`config.mk`:
```
export PLATFORM = sky130hd
export DESIGN_NAME = uart_tx
export DESIGN_NICKNAME = d
export VERILOG_FILES = /design/src/rtl/uart_pkg.sv /design/src/rtl/parity_calc.sv /design/src/rtl/uart_tx.sv
export SDC_FILE = /design/constraint.sdc
export NUM_CORES = 1
export LEC_CHECK = 0
export ABC_AREA = 1
export CORE_MARGIN = 3
export CORE_UTILIZATION = 35
export DETAILED_ROUTE_END_ITERATION = 12
export GPL_ROUTABILITY_DRIVEN = 1
export MAX_ROUTING_LAYER = met4
export PLACE_DENSITY = 0.56
export SLEW_MARGIN = 20
export SYNTH_ARGS = -nofsm -noshare
export SYNTH_HDL_FRONTEND = slang
export SYNTH_HIERARCHICAL = 1
export SYNTH_SLANG_ARGS = --single-unit
```
`constraint.sdc`:
```
create_clock -name clk -period 2.1 [get_ports clk]
set_clock_uncertainty 0.15 [all_clocks]
set_input_delay 0.42 -clock clk [delete_from_list [all_inputs] [get_ports clk]]
set_output_delay 0.42 -clock clk [all_outputs]
set_load 0.03 [all_outputs]
```
`src/rtl/uart_pkg.sv`:
```
// UART shared definitions: state encodings, parity-type codes and line levels.
// Shared between the transmit and receive paths so both agree on frame format.
package uart_pkg;

    // State encodings
    localparam logic [2:0] IDLE   = 3'd0;
    localparam logic [2:0] START  = 3'd1;
    localparam logic [2:0] DATA   = 3'd2;
    localparam logic [2:0] PARITY = 3'd3;
    localparam logic [2:0] STOP   = 3'd4;

    typedef enum logic [2:0] {
        StIdle   = IDLE,
        StStart  = START,
        StData   = DATA,
        StParity = PARITY,
        StStop   = STOP
    } uart_state_e;

    // PAR_TYP codes
    localparam logic PAR_EVEN = 1'b0;
    localparam logic PAR_ODD  = 1'b1;

    // Serial line levels
    localparam logic START_BIT  = 1'b0;
    localparam logic STOP_BIT   = 1'b1;
    localparam logic IDLE_LEVEL = 1'b1;

endpackage

```
`src/rtl/parity_calc.sv`:
```
// Parity generator: XOR-reduces a data word and selects even or odd sense.
// Ports:
//   data    - word to protect
//   par_typ - 0 = even, 1 = odd
//   parity  - parity bit to place on the line
module parity_calc
    import uart_pkg::*;
#(
    parameter int unsigned DATA_WIDTH = 8
) (
    input  logic [DATA_WIDTH-1:0] data,
    input  logic                  par_typ,
    output logic                  parity
);

    always_comb begin
        parity = (par_typ == PAR_EVEN) ? (^data) : ~(^data);
    end

endmodule

```
`src/rtl/uart_tx.sv`:
```
// UART transmitter. One clk cycle is one bit period. A byte accepted while idle
// is sent as start bit, data LSB first, optional parity bit, one stop bit.
// Ports:
//   clk        - bit-rate clock
//   rst        - asynchronous reset, active low
//   P_DATA     - byte to send, sampled on acceptance
//   Data_Valid - request strobe, accepted only while not busy
//   PAR_EN     - insert parity bit (latched on acceptance)
//   PAR_TYP    - 0 = even, 1 = odd (latched on acceptance)
//   TX_OUT     - registered serial output, idles high
//   busy       - high from start bit through stop bit
module uart_tx
    import uart_pkg::*;
#(
    parameter int unsigned DATA_WIDTH = 8
) (
    input  logic                  clk,
    input  logic                  rst,
    input  logic [DATA_WIDTH-1:0] P_DATA,
    input  logic                  Data_Valid,
    input  logic                  PAR_EN,
    input  logic                  PAR_TYP,
    output logic                  TX_OUT,
    output logic                  busy
);

    localparam int unsigned CntW = (DATA_WIDTH > 1) ? $clog2(DATA_WIDTH) : 1;
    localparam logic [CntW-1:0] CntLast = CntW'(DATA_WIDTH - 1);

    uart_state_e           state_q;
    logic [DATA_WIDTH-1:0] shreg_q;
    logic [CntW-1:0]       cnt_q;
    logic                  par_en_q;
    logic                  par_bit_q;
    logic                  tx_q;
    logic                  busy_q;
    logic                  par_new;

    // Parity is computed from the incoming byte and type so it can be captured
    // at acceptance; the shift register is consumed during the frame.
    parity_calc #(
        .DATA_WIDTH(DATA_WIDTH)
    ) u_parity_calc (
        .data    (P_DATA),
        .par_typ (PAR_TYP),
        .parity  (par_new)
    );

    // Single-process FSM: line and busy are registered so TX_OUT is glitch-free.
    always_ff @(posedge clk or negedge rst) begin
        if (!rst) begin
            state_q   <= StIdle;
            shreg_q   <= '0;
            cnt_q     <= '0;
            par_en_q  <= 1'b0;
            par_bit_q <= 1'b0;
            tx_q      <= IDLE_LEVEL;
            busy_q    <= 1'b0;
        end else begin
            unique case (state_q)
                StIdle: begin
                    tx_q   <= IDLE_LEVEL;
                    busy_q <= 1'b0;
                    if (Data_Valid) begin
                        shreg_q   <= P_DATA;
                        par_en_q  <= PAR_EN;
                        par_bit_q <= par_new;
                        tx_q      <= START_BIT;
                        busy_q    <= 1'b1;
                        state_q   <= StStart;
                    end
                end
                StStart: begin
                    tx_q    <= shreg_q[0];
                    shreg_q <= shreg_q >> 1;
                    cnt_q   <= '0;
                    state_q <= StData;
                end
                StData: begin
                    if (cnt_q == CntLast) begin
                        if (par_en_q) begin
                            tx_q    <= par_bit_q;
                            state_q <= StParity;
                        end else begin
                            tx_q    <= STOP_BIT;
                            state_q <= StStop;
                        end
                    end else begin
                        tx_q    <= shreg_q[0];
                        shreg_q <= shreg_q >> 1;
                        cnt_q   <= cnt_q + CntW'(1);
                    end
                end
                StParity: begin
                    tx_q    <= STOP_BIT;
                    state_q <= StStop;
                end
                StStop: begin
                    tx_q    <= IDLE_LEVEL;
                    busy_q  <= 1'b0;
                    state_q <= StIdle;
                end
                default: begin
                    tx_q    <= IDLE_LEVEL;
                    busy_q  <= 1'b0;
                    state_q <= StIdle;
                end
            endcase
        end
    end

    assign TX_OUT = tx_q;
    assign busy   = busy_q;

endmodule

```
## Word-level counts from Yosys, hierarchy flattened

Cells that the tools add are included.

- Register bits: 18
- Bits of input ports: 13
- Output and inout port bits: 2
- Word-level logic and storage cells: 41

- $add $sub $neg: 1
- Eq/ne operators: 7
- Muxes and demuxes: 16
- Bitwise operators: 1
- Reduce and logical (&&, ||, !) cells: 9

Operator list:

| cell | count |
|---|---|
| one-hot mux 8 bit (3 select lines) | 1 |
| two-way mux 8 bit | 2 |
| two-way mux 3 bit | 4 |
| one-hot mux 3 bit (4 select lines) | 1 |
| parity 8 bit | 1 |
| == test 3 x 2 -> 1 bit, second input constant | 2 |
| inequality test 2 bit, second input constant | 3 |
| one-hot mux 3 bit (2 select lines) | 1 |
| AND reduction 2 bit | 3 |
| two-way mux 1 bit | 5 |
| adder 3 x 1 -> 3 bit, second input constant | 1 |
| == test 3 x 1 -> 1 bit, second input constant | 1 |
| == test 3 bit, second input constant | 1 |
| zero test 3 bit | 1 |
| one-hot mux 1 bit (3 select lines) | 1 |
| AND reduction 3 bit | 1 |
| nonzero test 3 bit | 1 |
| OR reduction 3 bit | 1 |
| one-hot mux 1 bit (2 select lines) | 1 |
| nonzero test 2 bit | 1 |
| NOT 1 bit | 1 |

## Longest topological paths before layout

- Word-level depth: 3
- Mapped depth: 12
- Gate-level depth less buffers: 12

## Modules after synthesis

Netlist, hierarchy kept.

Modules (own cells, without submodules):

| module | instances | cells each | area an instance (µm²) | sequential area each (µm²) |
|---|---|---|---|---|
| uart_tx | 1 | 118 | 899.6 | 451.7 |
| parity_calc | 1 | 38 | 163.9 | 0.0 |

## Least setup slack after synthesis

Ideal clock, no wire load.

- Path kind: register to register
- Start: register cnt_q[0]
- End: register shreg_q[0]
- Library setup time: 0.117 ns
- Data arrival time: 1.151 ns
- Data required time: 1.833 ns
- Path slack: 0.682 ns
- Stages on the path, launching flop included: 7
- Buffers on the path: 0
- Clock period less this slack: 1.418 ns
- Cells stage by stage: dfrtp_1 ha_1 ha_1 nand3_1 nand3_1 nand2_1 nand2_1

- Longest elaborated chain between the ends: 3

Ends and longest elaborated chain:

| what | line | source |
|---|---|---|
| start: declaration | uart_tx.sv:32 | `logic [CntW-1:0] cnt_q;` |
| start signal: assignment | uart_tx.sv:91 | `cnt_q <= cnt_q + CntW'(1);` |
| == test 3 bit | uart_tx.sv:80 | `if (cnt_q == CntLast) begin` |
| inequality test 2 bit (no line) | -- |  |
| AND reduction 3 bit (no line) | -- |  |
| end signal: assignment | uart_tx.sv:75 | `shreg_q <= shreg_q >> 1;` |
| end signal: assignment | uart_tx.sv:90 | `shreg_q <= shreg_q >> 1;` |
| end: declaration | uart_tx.sv:31 | `logic [DATA_WIDTH-1:0] shreg_q;` |

No other way between the ends.
A chain may end at the register's enable or synchronous reset.

## Worst setup path after layout

- Start: register tx_q, in the netlist TX_OUT
- End: output port TX_OUT

RTL lines:

| what | line | source |
|---|---|---|
| start: declaration | uart_tx.sv:35 | `logic tx_q;` |
| start signal: assignment | uart_tx.sv:74 | `tx_q <= shreg_q[0];` |
| start signal: assignment | uart_tx.sv:82 | `tx_q <= par_bit_q;` |
| start signal: assignment | uart_tx.sv:89 | `tx_q <= shreg_q[0];` |
| end: declaration | uart_tx.sv:23 | `output logic TX_OUT,` |

No word-level cell between the ends.

==> results.md <==
- Buffers inserted during clock tree synthesis total 3.
- For this run, the number of standard cells in the final layout without fillers is around 200.
- Timing would allow up to a little under 500 MHz.
- The flow ran to the end, and the final reports show no timing, DRC or antenna violations.
- When the netlist entered floorplanning its net count stood at between 150 and 200.
- Across all register-to-register paths, the minimum setup slack is 460 ps.
- The critical-path maximum fanout is 1.
- The total negative setup slack is 0 ps.
- The sequential cell area is about 450 um2.
- Post-CTS timing repair inserted 0 buffers for setup.
- The via density per instance is 4.73.
- The die covers roughly 3700 um2.
- The cell area that synthesis handed to floorplanning was approximately 1100 um2.
- The final hold violation count was 0.
- The placeable core region is between 2000 and 3000 um2.
- The minimum clock period is a little over 2000 ps.
- The area of the multi-input gates is 537 um2.
- The number of buffers added to fix hold violations after cts is 0.
- The global placement routability congestion is 0.764.
- Total power for the finished layout comes to ~1800 uW.
- The fraction of power spent switching nets is 0.464.
- The pin count of the biggest net entering global routing is 19.
- The sequential area share after synthesis is 0.425.
- For this configuration, the core starts out at a cell density of 0.376.
- The tool flagged a number of max-cap violations equal to 0.
- The data arrival time of the worst path is between 1000 and 1500 ps.
- The first global-routing pass estimated just under 4000 um of wire.
- TritonCTS built the clock tree.
- The most used flip-flop cell after synthesis is dfrtp_1.
- The post-cts gate resize count is 0.
- The critical register-to-register path endpoint is shreg_q[3]$_DFFE_PN0P_.
- The deepest clock path buffer count is 2.
- In the final routed layout, each cell accounts on average for about 11 um.
- The async set or reset register ratio after synthesis is 1.00.
- For the worst flop-to-flop path, the logic depth is 6.
- The count of warnings emitted by yosys is 6.
- Each instance of the synthesized netlist takes up on average between 6 and 7 um2.
- The DRC violation count after routing is 0.
- On the critical path, the stage with the largest delay is an instance of clkdlybuf4s50_1.
- During I/O placement, the number of pins put on the boundary was 15.
- In the final layout, the share of cells above drive strength 1 is 0.0914.
- The root buffer cell is clkbuf_4.
- The routed design has 2270 um of wire.
- The final route contains between 900 and 1,000 vias.
- The register clock-pin slew on the reported worst setup and hold paths is around 110 ps.
- nand2_1 is the most common cell in the netlist.
- In this run, distinct cell masters in the synthesized netlist total 16.
- Tracing the worst setup path back leads to its startpoint at TX_OUT$_DFF_PN1_.
- The floorplan row count is 19.
- The worst slew margin relative to its limit is 0.774.
- For this design the total switching power over the nets is 820 uW.
- The critical path's largest stage delay is between 600 and 700 ps.
- Including well taps, the total number of placed cells is between 200 and 250.
- Setup violations remaining at the end of the flow were counted as 0.
- Of the post-synthesis cell area, the dominant cell type holds 0.400.
- Of the total power, registers draw 0.358.
- The filler cells instantiated in the layout total 300.
- Data on the critical path is required at its endpoint by about 1500 ps.
- The clock network fraction of design power is 0.121.
- In this run the worst hold path is classified as input pin to async pin.
- Yosys attributes the largest share of cell area to dfrtp_1 (40%), nand2_1 (26%), nand3_1 (7.5%).
- Dividing the final minimum period by the clock period gives 0.972.
- The initial antenna violation count is 0.
- The critical path goes through clkdlybuf4s50_1.
- In this run the number of H-tree levels came out at 1.
- At the end of the flow, the number of nets in the layout was around 190.
- The violation count after the first detailed-routing iteration is 29.
- The number of pins exceeding their max-slew limit in the final report is 0.
- The post-synthesis sequential element count is 18.
- The critical path in this run is classified as register to primary output.
- For the pin with the worst max-slew slack, the measured transition is roughly 340 ps.
- The total leakage power is 0.000738 uW.
- Buffers placed on the I/O ports in this run total 14.
- The CTS sink count is 18.
- The overall track demand over capacity in global routing is 0.143.
- The source of the worst register-to-register timing path is cnt_q[0]$_DFFE_PN0P_.
- Measured along the x axis, the die boundary spans between 60 and 70 um.
- The share of power burned in combinational logic is 0.520.
- The number of global-route vias before repair is between 900 and 1,000.
- The element type at the critical path end is a primary output.
- Before antenna repair, the detailed router went through 4 iterations.
- Measured along the y axis, the die boundary spans 61.1 um.
- The number of antenna diodes in the final layout is 0.
- The later pin in the worst-skew pair is clocked with a latency of 290 ps.
- The total buffers and inverters traversed by the critical path is 1.
- Synthesis handed over a netlist of between 150 and 200 instances.
- The power density of the placed cells is 1370 nW/um2.
- Setup repair after global routing left no endpoint under its margin.
- The detail route stage leaves a number of antenna-violating nets equal to 0.
- In this run, synthesis inferred 0 flip-flops with an integrated enable.
- By count the netlist is led by nand2_1 (73), inv_1 (18), dfrtp_1 (17), nand3_1 (16), nor2_1 (9).
- The area added between synthesis and finish is 20.9%.
- Among cell families on the critical path, the largest total delay comes from buffers and inverters.
- The critical path startpoint category is a register.
- The cell taking the most area after synthesis is dfrtp_1.
- Internal power comes to approximately 950 uW.
- Global routing finished with a remaining overflow of 0.
- Across the VDD grid, the largest voltage drop is ~430 uV.
- The HPWL reported at the end of detailed placement is about 1800 um.
[area by class of cell]
cell class	count	share of cell area
multi-input cells	118	0.417
repair buffers	15	0.115
flip-flops and latches	18	0.351
well taps	31	0.0302
inverters	20	0.0584
clock buffers	4	0.0282
[layer usage]
layer / vias to the layer above / track usage / wire [um]
met5: - / - / 0
met3: 2 / 0.0189 / 51
met2: 10 / 0.246 / 1150
li1: 517 / - / -
met1: 445 / 0.171 / 1040
met4: 0 / 0.0464 / 26
[worst max-delay path by stage]
stage	end	slack, ps	cells after the start
6_report	TX_OUT	60	1
5_1_grt	TX_OUT	20	1
3_5_place_dp	par_bit_q$_DFFE_PN0P_	210	8
3_3_place_gp	shreg_q[7]$_DFFE_PN0P_	240	6
4_1_cts	TX_OUT	40	1
2_1_floorplan	shreg_q[0]$_DFFE_PN0P_	680	6
[placed cells by master (no fill, tap or decap)]
| cell type | instances |
|---|---|
| nand2_1 | 73 |
| inv_1 | 18 |
| dfrtp_1 | 17 |
| nand3_1 | 16 |
| clkdlybuf4s50_1 | 14 |
| nor2_1 | 9 |
| nand2_2 | 5 |
| o21ai_0 | 4 |
| a21oi_1 | 3 |
| clkbuf_4 | 3 |
| inv_2 | 2 |
| nand3_2 | 2 |
| ha_1 | 2 |
| dfstp_2 | 1 |
| nor2_4 | 1 |
| mux2i_1 | 1 |
| a21boi_0 | 1 |
| clkbuf_8 | 1 |
| buf_4 | 1 |
| xor2_1 | 1 |
[state kept, by name, indices dropped and copies added, names as in the netlist]
| name | flops |
|---|---|
| TX_OUT | 1 |
| par_en_q | 1 |
| shreg_q | 8 |
| cnt_q | 3 |
| busy | 1 |
| state_q | 3 |
| par_bit_q | 1 |
[metrics by stage]
step	setup WS (ps)	util	area [um2]	hold WS (ps)
6_report	58.0	0.455	1290	302
5_1_grt	18.8	0.455	1290	314
4_1_cts	40.8	0.455	1290	306
3_5_place_dp	207	0.442	1250	316
3_3_place_gp	236	0.442	1250	314
2_1_floorplan	682	-	1060	-25.6
[logic make-up (layout without fill, tap and decap cells)]
logic type / after synthesis / count (layout) / share of synthesized area
AO/OA/AOI/OAI: 8 / 8 / 0.0400
flip-flops: 18 / 18 / 0.425
adder cells (fa/ha/maj): 2 / 2 / 0.0235
AND/OR/NAND/NOR: 106 / 106 / 0.424
multiplexers: 1 / 1 / 0.00941
buffers and inverters: 20 / 39 / 0.0706
XOR/XNOR: 1 / 1 / 0.00824
[power by group through the flow]
stage	clock network, uW	registers [uW]	logic [uW]
3_5_place_dp	0	638	936
4_1_cts	223	632	940
3_3_place_gp	0	633	932
6_report	214	633	919
5_1_grt	234	653	1090
2_1_floorplan	0	652	653
Power figures use the tool's default switching activity.
